<file path="config.mk">
export PLATFORM = sky130hd
export DESIGN_NAME = matrix_scan_anim
export DESIGN_NICKNAME = d
export VERILOG_FILES = /design/src/rtl/matrix_pkg.sv /design/src/rtl/pattern_rom.sv /design/src/rtl/matrix_scan_anim.sv
export SDC_FILE = /design/constraint.sdc
export NUM_CORES = 1
export LEC_CHECK = 0
export BUFFER_PORTS_ARGS = -buffer_cell sky130_fd_sc_hd__buf_2
export CORE_UTILIZATION = 35
export CTS_BUF_LIST = sky130_fd_sc_hd__clkbuf_8
export DETAILED_ROUTE_END_ITERATION = 6
export PLACE_DENSITY = 0.62
export SYNTH_ARGS = -nofsm -noshare
export SYNTH_HDL_FRONTEND = slang
export SYNTH_HIERARCHICAL = 1
export SYNTH_SLANG_ARGS = --single-unit
</file>
<file path="constraint.sdc">
create_clock -name clk -period 4.25 [get_ports clk]
set_input_delay 0.6375 -clock clk [delete_from_list [all_inputs] [get_ports clk]]
set_output_delay 0.6375 -clock clk [all_outputs]
set_load 0.02 [all_outputs]
</file>
<file path="src/rtl/matrix_pkg.sv">
// Purpose: shared definitions for the LED matrix scanner (mode encodings, default geometry, index-width helper).
// Latency: none (definitions only).
// Backpressure: none.
package matrix_pkg;

  typedef enum logic [1:0] {
    MODE_STATIC = 2'd0,
    MODE_ANIM   = 2'd1,
    MODE_BLINK  = 2'd2,
    MODE_BLANK  = 2'd3
  } mode_e;

  localparam int DEF_ROWS = 16;
  localparam int DEF_COLS = 16;

  // Bits needed to index 0..n-1, never less than one.
  function automatic int idx_w(input int n);
    return (n > 1) ? $clog2(n) : 1;
  endfunction

endpackage

</file>
<file path="src/rtl/pattern_rom.sv">
// Purpose: frame bitmaps; maps (frame, row) to one row of column data.
// Latency: combinational; the caller registers the output.
// Backpressure: none.
// Ports: i_frame = frame index, i_row = row index, o_data = COLS-bit row data (1 = LED on).
// Frames: 0 diagonal, 1 checkerboard, 2 hollow border, 3+ left-justified triangle.
module pattern_rom import matrix_pkg::*; #(
  parameter int ROWS    = DEF_ROWS,
  parameter int COLS    = DEF_COLS,
  parameter int NFRAMES = 4,
  localparam int FW     = idx_w(NFRAMES),
  localparam int RW     = idx_w(ROWS)
) (
  input  logic [FW-1:0]   i_frame,
  input  logic [RW-1:0]   i_row,
  output logic [COLS-1:0] o_data
);

  int w_row;
  int w_frame;

  always_comb begin
    w_row   = int'(i_row);
    w_frame = int'(i_frame);
    o_data  = '0;
    for (int c = 0; c < COLS; c++) begin
      case (w_frame)
        0:       o_data[c] = (c == (w_row % COLS));
        1:       o_data[c] = (((c + w_row) % 2) == 0);
        2:       o_data[c] = (w_row == 0) || (w_row == ROWS - 1) || (c == 0) || (c == COLS - 1);
        default: o_data[c] = (c <= (w_row % COLS));
      endcase
    end
  end

endmodule

</file>
<file path="src/rtl/matrix_scan_anim.sv">
// Purpose: row-scanned LED matrix driver with static, animated, blinking and blank display modes.
// Latency: col is registered from the ROM addressed by next-cycle row/frame, so it lines up with row_bin.
// Backpressure: none; en=0 freezes all counters and blanks col.
// Ports: clk/rst_n clock and async active-low reset; en scan enable; mode display mode; frame_sel
// frame for static/blink; row_bin/row_oh active row; col row data; frame_idx shown frame; scan_done wrap pulse.
module matrix_scan_anim import matrix_pkg::*; #(
  parameter int ROWS       = DEF_ROWS,
  parameter int COLS       = DEF_COLS,
  parameter int NFRAMES    = 4,
  parameter int SCAN_DIV   = 1000,
  parameter int HOLD_SCANS = 50,
  localparam int RW        = idx_w(ROWS),
  localparam int FW        = idx_w(NFRAMES)
) (
  input  logic            clk,
  input  logic            rst_n,
  input  logic            en,
  input  logic [1:0]      mode,
  input  logic [FW-1:0]   frame_sel,
  output logic [RW-1:0]   row_bin,
  output logic [ROWS-1:0] row_oh,
  output logic [COLS-1:0] col,
  output logic [FW-1:0]   frame_idx,
  output logic            scan_done
);

  localparam int DW = idx_w(SCAN_DIV);
  localparam int HW = idx_w(HOLD_SCANS);

  logic [DW-1:0]   r_div, w_div_nxt;
  logic [RW-1:0]   r_row, w_row_nxt;
  logic [FW-1:0]   r_frame, w_frame_nxt, w_sel;
  logic [HW-1:0]   r_hold, w_hold_nxt, w_hold_base;
  logic            r_blink_on, w_blink_nxt, w_blink_base;
  mode_e           r_mode, w_mode_in;
  logic            r_done;
  logic [COLS-1:0] r_col, w_rom_dat;
  logic            w_row_tick, w_wrap, w_mode_chg, w_show;

  assign w_mode_in  = mode_e'(mode);
  assign w_row_tick = en && (r_div == DW'(SCAN_DIV - 1));
  assign w_wrap     = w_row_tick && (r_row == RW'(ROWS - 1));
  assign w_mode_chg = (w_mode_in != r_mode);
  // Out-of-range frame selections fall back to frame 0.
  assign w_sel      = (int'(frame_sel) < NFRAMES) ? frame_sel : '0;

  always_comb begin
    w_div_nxt = r_div;
    w_row_nxt = r_row;
    if (en) begin
      if (w_row_tick) begin
        w_div_nxt = '0;
        w_row_nxt = w_wrap ? '0 : r_row + RW'(1);
      end else begin
        w_div_nxt = r_div + DW'(1);
      end
    end
  end

  // Frame, hold and blink state only move at a scan wrap, so a frame never changes mid-scan.
  // A mode change restarts the hold count and blink phase; the scan just completed then
  // counts as the first one in the new mode.
  always_comb begin
    w_frame_nxt  = r_frame;
    w_hold_nxt   = r_hold;
    w_blink_nxt  = r_blink_on;
    w_hold_base  = w_mode_chg ? '0 : r_hold;
    w_blink_base = w_mode_chg ? 1'b1 : r_blink_on;
    if (w_wrap) begin
      w_hold_nxt  = w_hold_base;
      w_blink_nxt = w_blink_base;
      case (w_mode_in)
        MODE_ANIM: begin
          if (w_hold_base == HW'(HOLD_SCANS - 1)) begin
            w_hold_nxt  = '0;
            w_frame_nxt = (r_frame == FW'(NFRAMES - 1)) ? '0 : r_frame + FW'(1);
          end else begin
            w_hold_nxt = w_hold_base + HW'(1);
          end
        end
        MODE_BLINK: begin
          w_frame_nxt = w_sel;
          if (w_hold_base == HW'(HOLD_SCANS - 1)) begin
            w_hold_nxt  = '0;
            w_blink_nxt = ~w_blink_base;
          end else begin
            w_hold_nxt = w_hold_base + HW'(1);
          end
        end
        MODE_STATIC: w_frame_nxt = w_sel;
        default: ;
      endcase
    end
  end

  // Addressed with next-cycle row/frame so the registered data lands alongside row_bin.
  pattern_rom #(
    .ROWS    (ROWS),
    .COLS    (COLS),
    .NFRAMES (NFRAMES)
  ) u_rom (
    .i_frame (w_frame_nxt),
    .i_row   (w_row_nxt),
    .o_data  (w_rom_dat)
  );

  always_ff @(posedge clk or negedge rst_n) begin
    if (!rst_n) begin
      r_div      <= '0;
      r_row      <= '0;
      r_frame    <= '0;
      r_hold     <= '0;
      r_blink_on <= 1'b1;
      r_mode     <= MODE_STATIC;
      r_done     <= 1'b0;
      r_col      <= '0;
    end else begin
      r_div      <= w_div_nxt;
      r_row      <= w_row_nxt;
      r_frame    <= w_frame_nxt;
      r_hold     <= w_hold_nxt;
      r_blink_on <= w_blink_nxt;
      if (w_wrap) begin
        r_mode <= w_mode_in;
      end
      r_done     <= w_wrap;
      r_col      <= w_rom_dat;
    end
  end

  // Display gating uses the mode latched at the last wrap, so mode effects start on a scan boundary.
  assign w_show    = en && (r_mode != MODE_BLANK) && !((r_mode == MODE_BLINK) && !r_blink_on);
  assign col       = w_show ? r_col : '0;
  assign row_bin   = r_row;
  assign frame_idx = r_frame;
  assign scan_done = r_done && en;

  always_comb begin
    row_oh = '0;
    for (int i = 0; i < ROWS; i++) begin
      row_oh[i] = (r_row == RW'(i));
    end
  end

endmodule

</file>
# --- Yosys cells after proc, flatten, opt, wreduce, memory -nomap -nowiden ---
# Index checks and enable logic that the tools add are counted.
totals:
  register_bits: 42
  input_bits: 7
  elab_cells: 163
op_classes:
  n_addsub: 19
  magnitude_cmp: 16
  eq_ne: 41
  n_mux: 31
  bitwise: 16
  reduce_logical: 32
op_table:
  columns: ["op", "count"]
  rows:
  - ["zero test 32 bit", 17]
  - ["one-hot mux 1 bit (3 select lines)", 16]
  - ["equality test 4 bit, first input constant", 8]
  - ["equality test 4 bit, second input constant", 8]
  - ["<= comparator 4 bit, first input constant", 8]
  - ["2-to-1 mux 6 bit", 3]
  - ["equality test 3 x 4 -> 1 bit, first input constant", 4]
  - ["equality test 4 x 3 -> 1 bit, second input constant", 4]
  - ["<= comparator 3 x 4 -> 1 bit, first input constant", 4]
  - ["2-to-1 mux 16 bit", 1]
  - ["adder 1 bit, first input constant", 15]
  - ["bitwise AND 1 bit, first input constant", 15]
  - ["2-to-1 mux 4 bit", 3]
  - ["adder 10 x 1 -> 10 bit, second input constant", 1]
  - ["equality test 10 bit, second input constant", 1]
  - ["2-to-1 mux 10 bit", 1]
  - ["equality test 2 bit, second input constant", 4]
  - ["equality test 2 x 4 -> 1 bit, first input constant", 2]
  - ["equality test 4 x 1 -> 1 bit, second input constant", 2]
  - ["equality test 4 x 2 -> 1 bit, second input constant", 2]
  - ["<= comparator 1 x 4 -> 1 bit, first input constant", 2]
  - ["<= comparator 2 x 4 -> 1 bit, first input constant", 2]
  - ["zero test 4 bit", 2]
  - ["adder 6 x 1 -> 6 bit, second input constant", 1]
  - ["other kinds (16)", 29]

# --- Longest topological paths before layout ---
# Gate-level depths: netlist of run 1.
depth:
  word_depth: 10
  mapped_depth: 13
  mapped_depth_nobuf: 11

# --- Modules after synthesis ---
# Netlist of run 1, hierarchy kept.
by_module_without_submodules:
  columns: ["mod", "n_inst", "cells_each", "area_each_um2", "seq_area_each_um2"]
  rows:
  - ["matrix_scan_anim", 1, 221, 2245.9, 1052.3]
  - ["pattern_rom", 1, 98, 605.6, 0.0]

# --- Worst setup path after synthesis of run 1 ---
# Ideal clock, no wire load.
synth_path:
  path_kind: "in2reg"
  from: "input mode[1]"
  to: "register r_col[9]"
  setup_time_ns: 0.121
  arrival_ns: 3.122
  required_time_ns: 4.129
  setup_slack_ns: 1.007
  cell_stages: 11
  path_cell_list: "xor2_1 > nor2_1 > and2_1 > ha_1 > nand4b_1 > nor4_2 > a2bb2oi_1 > nand3_1 > and4_4 > or4b_1 > a22o_1"
synth_between:
  elab_chain_cells: 8
  elab_cells_between_ends: 14
  classes_between: "6 x eq/ne; 5 x mux; 3 x reduce/logical"
synth_rtl:
  columns: ["item", "line_no", "text"]
  rows:
  - ["start, declared", "matrix_scan_anim.sv:18", "input logic [1:0] mode,"]
  - ["!= test 2 bit", "matrix_scan_anim.sv:43", "assign w_mode_chg = (w_mode_in != r_mode);"]
  - ["2-to-1 mux 6 bit", "matrix_scan_anim.sv:67", "w_hold_base = w_mode_chg ? '0 : r_hold;"]
  - ["equality test 6 bit", "matrix_scan_anim.sv:74", "if (w_hold_base == HW'(HOLD_SCANS - 1)) begin"]
  - ["2-to-1 mux 2 bit", "matrix_scan_anim.sv:74", null]
  - ["one-hot mux 2 bit (2 select lines) *", "matrix_scan_anim.sv:72", "case (w_mode_in)"]
  - ["2-to-1 mux 2 bit *", "matrix_scan_anim.sv:69", "if (w_wrap) begin"]
  - ["via w_frame_nxt[1]", "matrix_scan_anim.sv:32", "logic [FW-1:0] r_frame, w_frame_nxt, w_sel;"]
  - ["equality test 2 bit, or another cell as far along", "pattern_rom.sv:26", "case (w_frame)"]
  - ["one-hot mux 1 bit (3 select lines) *", "pattern_rom.sv:26", null]
  - ["via w_rom_dat[9]", "matrix_scan_anim.sv:37", "logic [COLS-1:0] r_col, w_rom_dat;"]
  - ["end signal, assigned", "matrix_scan_anim.sv:127", "r_col <= w_rom_dat;"]
  - ["end, declared", "matrix_scan_anim.sv:37", null]
# The timed path passes the listed nets; every way through them passes the cells marked *.
# A chain may end at the register's enable or synchronous reset.

# --- Final worst setup path of run 1 ---
layout_path:
  from: "input mode[1]"
  to: "register r_col[13]"
# The elaborated chain is that of the path after synthesis.

==> flow_summary.json, run 1 <==
{
  "synth_top_cell_area_share_pct": 35.98,
  "reg2reg_from": "r_mode[1]",
  "cts_buffers": 5,
  "worst_slew_pin_slew_ns": 0.9871,
  "port_buffers": 45,
  "yosysWarnings": 6,
  "arrival_ns": 4.09,
  "status": "completed",
  "cts_tree": "done",
  "synth_top_cells_by_area": "dfrtp_1, and2_1, ha_1, o21ai_0, nand2_1",
  "setup-violations-final": 0,
  "synth_edf_count": 0,
  "rrSetupSlack_ns": 0.47,
  "initial_core_util_pct": 36.52,
  "path_clk_slew_ns": 0.08,
  "syn-num-nets": 338,
  "fmax_mhz": 260.0,
  "fin_nets": 377,
  "num_io_pins": 46,
  "worstPathMaxFanout": 12,
  "routed_wl_mm": 6.807,
  "ant_nets": 0,
  "rows": 32,
  "slowest_stage": "o21bai_1",
  "core_area_sq_um": 7807,
  "drive_gt1_share_pct": 19.55,
  "track_usage_pct": 17.08,
  "ys.flop_type": "dfrtp_1",
  "drtPass1Iterations": 5,
  "clock_sinks": 42,
  "synth.largest_area_cell": "dfrtp_1",
  "num_antenna_cells": 0,
  "worstReg2RegEnd": "r_col[13]",
  "vdd_ir_drop_max_v": 0.0001262,
  "h-tree-depth": 2,
  "cts_root_buf": "clkbuf_8",
  "required_ns": 4.49,
  "clkLatencyLatePin_ns": 0.30,
  "place_congestion": 0.8824,
  "synthTopCellsByCount": "dfrtp_1, and2_1, nand2_1",
  "cts_buffer_depth": 2,
  "yosysUniqueCellTypes": 65,
  "finClkSkew_ns": 0.01204,
  "antenna_found_initial": 0,
  "wl_per_cell_microns": 14.80,
  "die_height_microns": 92.26,
  "via_count": 2558,
  "finalCritPeriodShare_pct": 90.50,
  "reg2reg_depth": 11,
  "postSynthCellCount": 319,
  "yosys_register_bits": 42,
  "cap_violations": 0,
  "critPathKind": "primary input to flop",
  "power.density_nw_per_um2": 262.7,
  "grt_pass1_wl_mm": 11.67,
  "path_delay_family": "compound AO/OA/AOI/OAI gates",
  "crit_cells": 12,
  "cts_hold_buf": 0,
  "syn_avg_cell_area_sq_um": 8.939,
  "dieArea_sq_um": 8512,
  "postCtsSetupRepairBufs": 0,
  "placed_area_sq_um": 3156,
  "finalInstanceArea_sq_um": 3232,
  "yosys.cell_count.top_type": "dfrtp_1",
  "cpPeakStageDelay_ns": 0.62,
  "hold_viol_final": 0,
  "grt-ovfl-total": 0,
  "via_per_inst": 5.561,
  "setup-tns-final_ns": 0,
  "synthArstFlopShare_pct": 100.0,
  "crit_buf_inv": 2,
  "critPathLaunchType": "primary input",
  "drtIter0Drc": 163,
  "p_leak_uw": 0.001548,
  "end_kind": "flop",
  "maxSlewViolCount": 0,
  "route.detailed.drc": 0,
  "cts_resized": 0,
  "grt_max_degree": 43,
  "grt_setup_unrepaired": "no",
  "hpwlAfterDp_mm": 4.811,
  "ys_seq_area_share_pct": 36.90,
  "first_global_vias": 2435,
  "relSlewSlack_pct": 33.75,
  "period_minus_slack_ns": 3.846,
  "die_w_microns": 92.26,
  "hold_path.class": "primary input to asynchronous set/reset pin",
  "path_cells": "buf_2 -> xor2_1 -> nor2_1 -> and2_1 -> ha_1 -> nand4b_1 -> nor4_2 -> a31oi_1 -> o21bai_1 -> clkinv_1 -> o32ai_1 -> a22o_1",
  "areaGrowthSynthToFinish_pct": 13.34,
  "syn_area_sq_um": 2851
}
[state kept, by name (all words and copies together), names as in the netlist]
register,cells
r_done,1
r_blink_on,1
frame_idx,2
r_hold,6
r_mode,2
row_bin,4
r_col,16
r_div,10
[cell type report]
cell class	count	area, sq um
fill	803	4576
multi-input combinational	246	1653
sequential	42	1052
timing repair buffer	53	285.3
tap	102	127.6
clock buffer	5	68.82
inverter	10	37.54
clock inverter	2	7.507
[where the power goes]
group / internal, uW / switching (uW)
combinational: 56.6 / 73.8
sequential: 431 / 45.4
clock: 109 / 134
total: 596 / 253
[through the flow]
stage	worst slack (ns)	cells	utilization (%)	power, uW	hold WS [ns]
after global routing	0.1365	460	41.39	899.7	0.5594
after detailed placement	0.2131	453	40.42	614.5	0.5193
after CTS	0.5214	460	41.39	860.1	0.5323
final	0.4035	460	41.39	848.9	0.4810
after floorplan	1.007	319	-	567.6	0.3419
after global placement	0.4087	453	40.42	610.9	0.5213
[logic make-up after synthesis]
| kind of cell | count (synthesis) | share of synthesized area (%) |
|---|---|---|
| DFF | 42 | 36.90 |
| adders and majority gates | 12 | 5.265 |
| xor gates and xnor gates | 10 | 3.071 |
| AOI/OAI and AO/OA | 81 | 19.35 |
| and+or+nand+nor | 141 | 29.36 |
| muxes | 2 | 0.9213 |
| buffers and inverters | 31 | 5.133 |
[metal layers]
metal  vias up  share of wire, %  wire [microns]  global-route usage, %
li1       1231                 -               -                      -
met1      1225                47            3227                  24.41
met2        90                45            3041                  25.81
met3        12               6.3             426                  3.151
met4         0               1.6             111                  5.729
met5         -                 0               0                      0
[worst max-delay path by stage]
stage	startpoint	to	slack [ns]
global route	mode[1]	r_col[13]	0.14
global placement	mode[1]	r_col[13]	0.41
detailed placement	mode[1]	r_col[13]	0.21
finish	mode[1]	r_col[13]	0.40
floorplan	mode[1]	r_col[9]	1.01
CTS	mode[1]	r_col[13]	0.52
[cells in the final DEF, fill, tap and decap left out, types with 7 or more instances in the layout]
master	netlist	final
o21ai_0	22	21
and2_1	32	32
inv_1	9	11
dfrtp_1	41	41
o21a_1	7	7
buf_2	12	45
and3_1	7	7
nand2_1	25	25
buf_4	2	8
a22o_1	8	8
nor2_1	17	17
ha_1	12	12
nand4_1	12	12
nor3_1	7	7
(Power assumes the default switching activity.)
==> run 2, diff against run 1 <==
- CELL_PAD_IN_SITES_DETAIL_PLACEMENT: default -> 0
- CELL_PAD_IN_SITES_GLOBAL_PLACEMENT: default -> 1
- PLACE_DENSITY: 0.62 -> 0.75
==> run 2 against run 1 <==
Compared with the run above:
- first-iteration DRC count fell by 31%
- core utilization rose by 0.22 points
- maximum frequency rose by 12%
- sequential power rose by 0.8%
- total power rose by 8.4%
- worst hold slack improved by 0.018 ns
- final cell count fell by 0.22%
- clock power rose by 28%
- worst setup slack improved by 0.40 ns
- die area did not move
- clock skew fell by 0.0042 ns
- critical endpoint is now r_col[9]
- highest routed layer unchanged
==> flow_summary.json, run 2 (synthesis gave the netlist of run 1 again) <==
{
  "reg_top3": "r_col (16), r_div (10), r_hold (6)",
  "relSlewSlack_pct": 30.15,
  "seqCellArea_sq_um": 1052,
  "met1_length_mm": 3.235,
  "drtPass1Iterations": 4,
  "finalCritPeriodShare_pct": 81.05,
  "cts_tree": "done",
  "end_kind": "flop",
  "final_cell_mix": "buf_2, dfrtp_1, and2_1",
  "slowest_stage": "or4b_1",
  "multi_input_area_sq_um": 1653,
  "critPathLaunchType": "primary input",
  "fillers": 802,
  "drtIter0Drc": 112,
  "grt_max_degree": 43,
  "critPathKind": "primary input to flop",
  "worstPathMaxFanout": 24,
  "die_height_microns": 92.26,
  "cts_buffers": 5,
  "p_int_uw": 659.0,
  "highest_layer": "met4",
  "first_global_vias": 2416,
  "port_buffers": 45,
  "postCtsSetupRepairBufs": 0,
  "place_congestion": 0.8038,
  "required_ns": 4.43,
  "p_switching_uw": 261.2,
  "vdd_ir_drop_max_v": 0.0002180,
  "routed_wl_mm": 6.956,
  "grt_pass1_wl_mm": 11.41,
  "p_sw_share_pct": 28.38,
  "setup-violations-final": 0,
  "areaGrowthSynthToFinish_pct": 13.95,
  "fmax_mhz": 290.3,
  "final_common_cell": "buf_2",
  "cts_root_buf": "clkbuf_8",
  "cts_hold_buf": 0,
  "p_leak_uw": 0.001549,
  "fin_nets": 375,
  "ant_nets": 0,
  "clkLatencyLatePin_ns": 0.30,
  "pwr-share-comb_pct": 14.1,
  "path_cells": "buf_2 -> xor2_1 -> nor2_1 -> nand2_1 -> ha_1 -> nand4b_1 -> nor4_2 -> nand4_1 -> nand3_1 -> buf_4 -> nor2b_1 -> or4b_1 -> a22o_1",
  "regMostFlops": "r_col",
  "maxSlewViolCount": 0,
  "h-tree-depth": 2,
  "holdWs_ns": 0.4985,
  "grt-ovfl-total": 0,
  "wl_per_cell_microns": 15.15,
  "setup-tns-final_ns": 0,
  "clock_power_share_pct": 33.8,
  "worst_slew_pin_slew_ns": 1.041,
  "grt_setup_unrepaired": "no",
  "cpPeakStageDelay_ns": 0.50,
  "route.detailed.drc": 0,
  "status": "completed",
  "largest_reg_flops": 16,
  "dr_wl_met2_mm": 3.410,
  "cap_violations": 0,
  "rows": 32,
  "p_seq_share_pct": 52.1,
  "clock_sinks": 42,
  "dieArea_sq_um": 8512,
  "num_io_pins": 46,
  "via_per_inst": 5.525,
  "core_area_sq_um": 7807,
  "arrival_ns": 3.63,
  "hold_path.class": "primary input to asynchronous set/reset pin",
  "period_minus_slack_ns": 3.445,
  "hpwlAfterDp_mm": 4.949,
  "antenna_found_initial": 0,
  "path_clk_slew_ns": 0.08,
  "power.density_nw_per_um2": 283.2,
  "die_w_microns": 92.26,
  "initial_core_util_pct": 36.52,
  "track_usage_pct": 16.82,
  "cts_buffer_depth": 2,
  "finClkSkew_ns": 0.007836,
  "dr_wl_met3_microns": 215,
  "cts_resized": 0,
  "drive_gt1_share_pct": 19.89,
  "hold_viol_final": 0,
  "via_count": 2536,
  "num_antenna_cells": 0
}
run 2: changes by cell type in the layout (fill, tap and decap cells not counted), sizes merged:
cell | previous run | this run
buf | 53 | 51
bufinv | 0 | 1
clkinv | 1 | 3
inv | 11 | 9
run 2: layout make-up:
class,count,area share (%)
clock buffer,5,2.118
clock inverter,3,1.232
inverter,10,1.155
multi-input combinational,246,50.87
sequential,42,32.38
tap,102,3.928
timing repair buffer,51,8.317
run 2: path summary, 6_finish.rpt:
kind | start | end | slack [ns] | cells after the start
worst max-delay path | mode[1] | r_col[9] | 0.81 | 13
worst min-delay path | rst_n | r_div[6] | 0.50 | 1
worst max register to register | r_mode[1] | r_col[9] | 0.88 | 12
worst min register to register | r_mode[0] | r_mode[0] | 0.53 | 2
max in group asynchronous | rst_n | row_bin[3] | 3.15 | 1
min in group clk | r_mode[0] | r_mode[0] | 0.53 | 2
run 2: through the flow:
step | worst slack (ns) | area, sq um | instances | total power [uW] | util [%]
6_report | 0.8053 | 3249 | 459 | 920.2 | 41.62
3_5_place_dp | 0.5646 | 3141 | 451 | 613.5 | 40.22
3_3_place_gp | 0.6136 | 3141 | 451 | 613.1 | 40.22
2_1_floorplan | 1.007 | 2851 | 319 | 567.6 | -
4_1_cts | 0.8543 | 3249 | 459 | 926.9 | 41.62
5_1_grt | 0.6101 | 3249 | 459 | 963.7 | 41.62
run 2: worst max-delay path, delay by kind of cell:
family	cells	cell delay, ns
AOI/OAI and AO/OA	1	0.23
xor gates and xnor gates	1	0.40
adders and majority gates	1	0.15
buffers and inverters	2	0.40
and+or+nand+nor	8	1.81
run 2: per-layer routing:
metal | GRT usage (%) | up-vias
met1 | 21.93 | 1240
li1 | - | 1232
met2 | 28.48 | 55
met5 | 0 | -
met4 | 5.599 | 0
met3 | 2.405 | 9
run 2: power by group through the flow:
stage               Combinational, uW  Clock, uW  Sequential [uW]
global placement                  128          0              486
detailed placement                130          0              484
floorplan                        94.7          0              473
global route                      144        335              485
finish                            129        311              480
CTS                               130        319              477
==> run 3, diff against run 2 <==
- PLACE_DENSITY: 0.75 -> 0.78
- clock period: 4.25 -> 2.9 ns (I/O delays scaled with it)
==> run 3 against run 2 <==
Compared with the run above:
- the run now ends with setup timing left
- combinational power grew 87%
- die area is the same
- clock skew fell by 0.0049 ns
- worst hold slack worse by 0.21 ns
- sequential share of layout area fell by 3.7 points
- first-iteration DRC count shrank 33%
- critical path depth down 2
- flip-flop and latch count unchanged
- global-route usage grew 1.5 points
- worst setup slack got worse by 0.85 ns
- total power increased by 53%
- final cell count rose by 7.2%
- critical path type is now flop to flop
- highest routed layer unchanged
==> flow_summary.json, run 3 (synthesis gave the netlist of run 1 again) <==
{
  "p_int_uw": 997.2,
  "fmax_mhz": 339.1,
  "num_io_pins": 46,
  "vdd_ir_drop_max_v": 0.0001681,
  "required_ns": 3.10,
  "ant_nets": 0,
  "violations": "setup timing",
  "areaGrowthSynthToFinish_pct": 28.74,
  "die_height_microns": 92.26,
  "drtPass1Iterations": 4,
  "end_kind": "flop",
  "cts_root_buf": "clkbuf_8",
  "p_sw_share_pct": 29.18,
  "cts_hold_buf": 0,
  "power.density_nw_per_um2": 383.6,
  "setup-violations-final": 1,
  "fillers": 767,
  "clkLatencyLatePin_ns": 0.30,
  "final_cell_mix": "buf_2, dfrtp_1, buf_4",
  "cap_violations": 0,
  "finClkSkew_ns": 0.002979,
  "relSlewSlack_pct": 34.43,
  "final_common_cell": "buf_2",
  "num_antenna_cells": 0,
  "dp_cells": 482,
  "slowest_stage": "or4b_1",
  "setup-tns-final_ns": -0.04909,
  "setup_ws_ns": -0.04909,
  "port_buffers": 45,
  "grt_pass1_wl_mm": 12.45,
  "core_area_sq_um": 7807,
  "reg_top3": "r_col (16), r_div (10), r_hold (6)",
  "track_usage_pct": 18.34,
  "clock_power_share_pct": 33.9,
  "routed_wl_mm": 7.419,
  "cpPeakStageDelay_ns": 0.46,
  "rows": 32,
  "arrival_ns": 3.15,
  "p_leak_uw": 0.001743,
  "hold_path.class": "primary input to asynchronous set/reset pin",
  "drtIter0Drc": 75,
  "p_seq_share_pct": 48.9,
  "hpwlAfterDp_mm": 5.354,
  "maxSlewViolCount": 0,
  "cts_buffer_depth": 2,
  "grt-ovfl-total": 0,
  "p_switching_uw": 410.8,
  "critPathKind": "flop to flop",
  "initial_core_util_pct": 36.52,
  "route.detailed.drc": 0,
  "period_minus_slack_ns": 2.949,
  "drive_gt1_share_pct": 32.05,
  "path_clk_slew_ns": 0.09,
  "via_per_inst": 5.384,
  "antenna_found_initial": 0,
  "hold_viol_final": 0,
  "multi_input_area_sq_um": 1795,
  "regMostFlops": "r_col",
  "fin_nets": 408,
  "grt_max_degree": 43,
  "first_global_vias": 2558,
  "cts_tree": "done",
  "instances_no_fill": 492,
  "worstPathMaxFanout": 6,
  "path_cells": "xor2_4 -> nor2_4 -> and2_4 -> ha_4 -> nand4b_1 -> nor4_4 -> a2bb2oi_2 -> nand3_4 -> and4_4 -> or4b_1 -> a22o_1",
  "dieArea_sq_um": 8512,
  "wl_per_cell_microns": 15.08,
  "utilization_pct": 47.02,
  "place_congestion": 0.8396,
  "clock_sinks": 42,
  "h-tree-depth": 2,
  "status": "complete, but fails checks",
  "cts_buffers": 5,
  "via_count": 2649,
  "largest_reg_flops": 16,
  "die_w_microns": 92.26,
  "worst_slew_pin_slew_ns": 0.9835,
  "finalCritPeriodShare_pct": 101.7,
  "pwr-share-comb_pct": 17.1,
  "seqCellArea_sq_um": 1055,
  "grt_setup_unrepaired": "yes",
  "critPathLaunchType": "flop"
}
[run 3: area by class of cell]
class                   instances  area share (%)
clock buffers                   5           1.875
inverters                      10           1.125
flip-flops and latches         42           28.73
multi-input cells             246           48.91
clock inverters                 3           1.227
repair buffers                 84           14.66
well taps                     102           3.476
[run 3: layer usage]
layer	vias to the layer above	part of all wire, %	GRT usage (%)
li1	1298	-	-
met1	1294	46	23.29
met2	48	50	31.03
met3	9	2.9	3.400
met4	0	1.2	6.510
met5	-	0	0
[run 3: final timing paths]
kind / from / endpoint / slack, ns / depth (start not counted)
max: r_mode[0] / r_col[9] / -0.05 / 11
min: rst_n / r_div[4] / 0.29 / 1
max reg2reg: r_mode[0] / r_col[9] / -0.05 / 11
min reg2reg: r_blink_on / r_blink_on / 0.55 / 1
max in group asynchronous: rst_n / r_mode[0] / 1.93 / 1
min in group clk: en / r_div[1] / 0.44 / 3
[run 3: critical path: cells and delay by family, from the launching register on]
family          cells  cell delay (ns)
xor+xnor            1             0.17
compound gates      2             0.45
fa+ha+maj           1             0.11
flops               1             0.44
simple gates        7             1.67
[run 3: metrics by stage]
stage / total power [uW] / hold slack (ns) / area [sq um] / setup WS, ns
floorplan: 835.3 / 0.1394 / 2920 / -0.04091
global placement: 931.2 / 0.5363 / 3455 / -0.1866
detailed placement: 938.0 / 0.5408 / 3455 / -0.2174
CTS: 1425 / 0.3291 / 3581 / 0.006634
global route: 1483 / 0.3621 / 3671 / -0.1457
finish: 1408 / 0.2894 / 3671 / -0.04909
[run 3: power by group through the flow]
stage               registers [uW]  logic (uW)  clock network [uW]
floorplan                      693         142                   0
global placement               695         236                   0
detailed placement             698         240                   0
CTS                            687         242                 495
global route                   697         271                 514
finish                         689         241                 477
[run 3: repair_timing]
| item | in CTS | in global routing |
|---|---|---|
| resized for setup | 2 | 21 |
| buffers inserted | 0 | 2 |
| pin swaps | 1 | 4 |
| gates cloned | 0 | 0 |
| setup endpoints to repair | 8 | 16 |
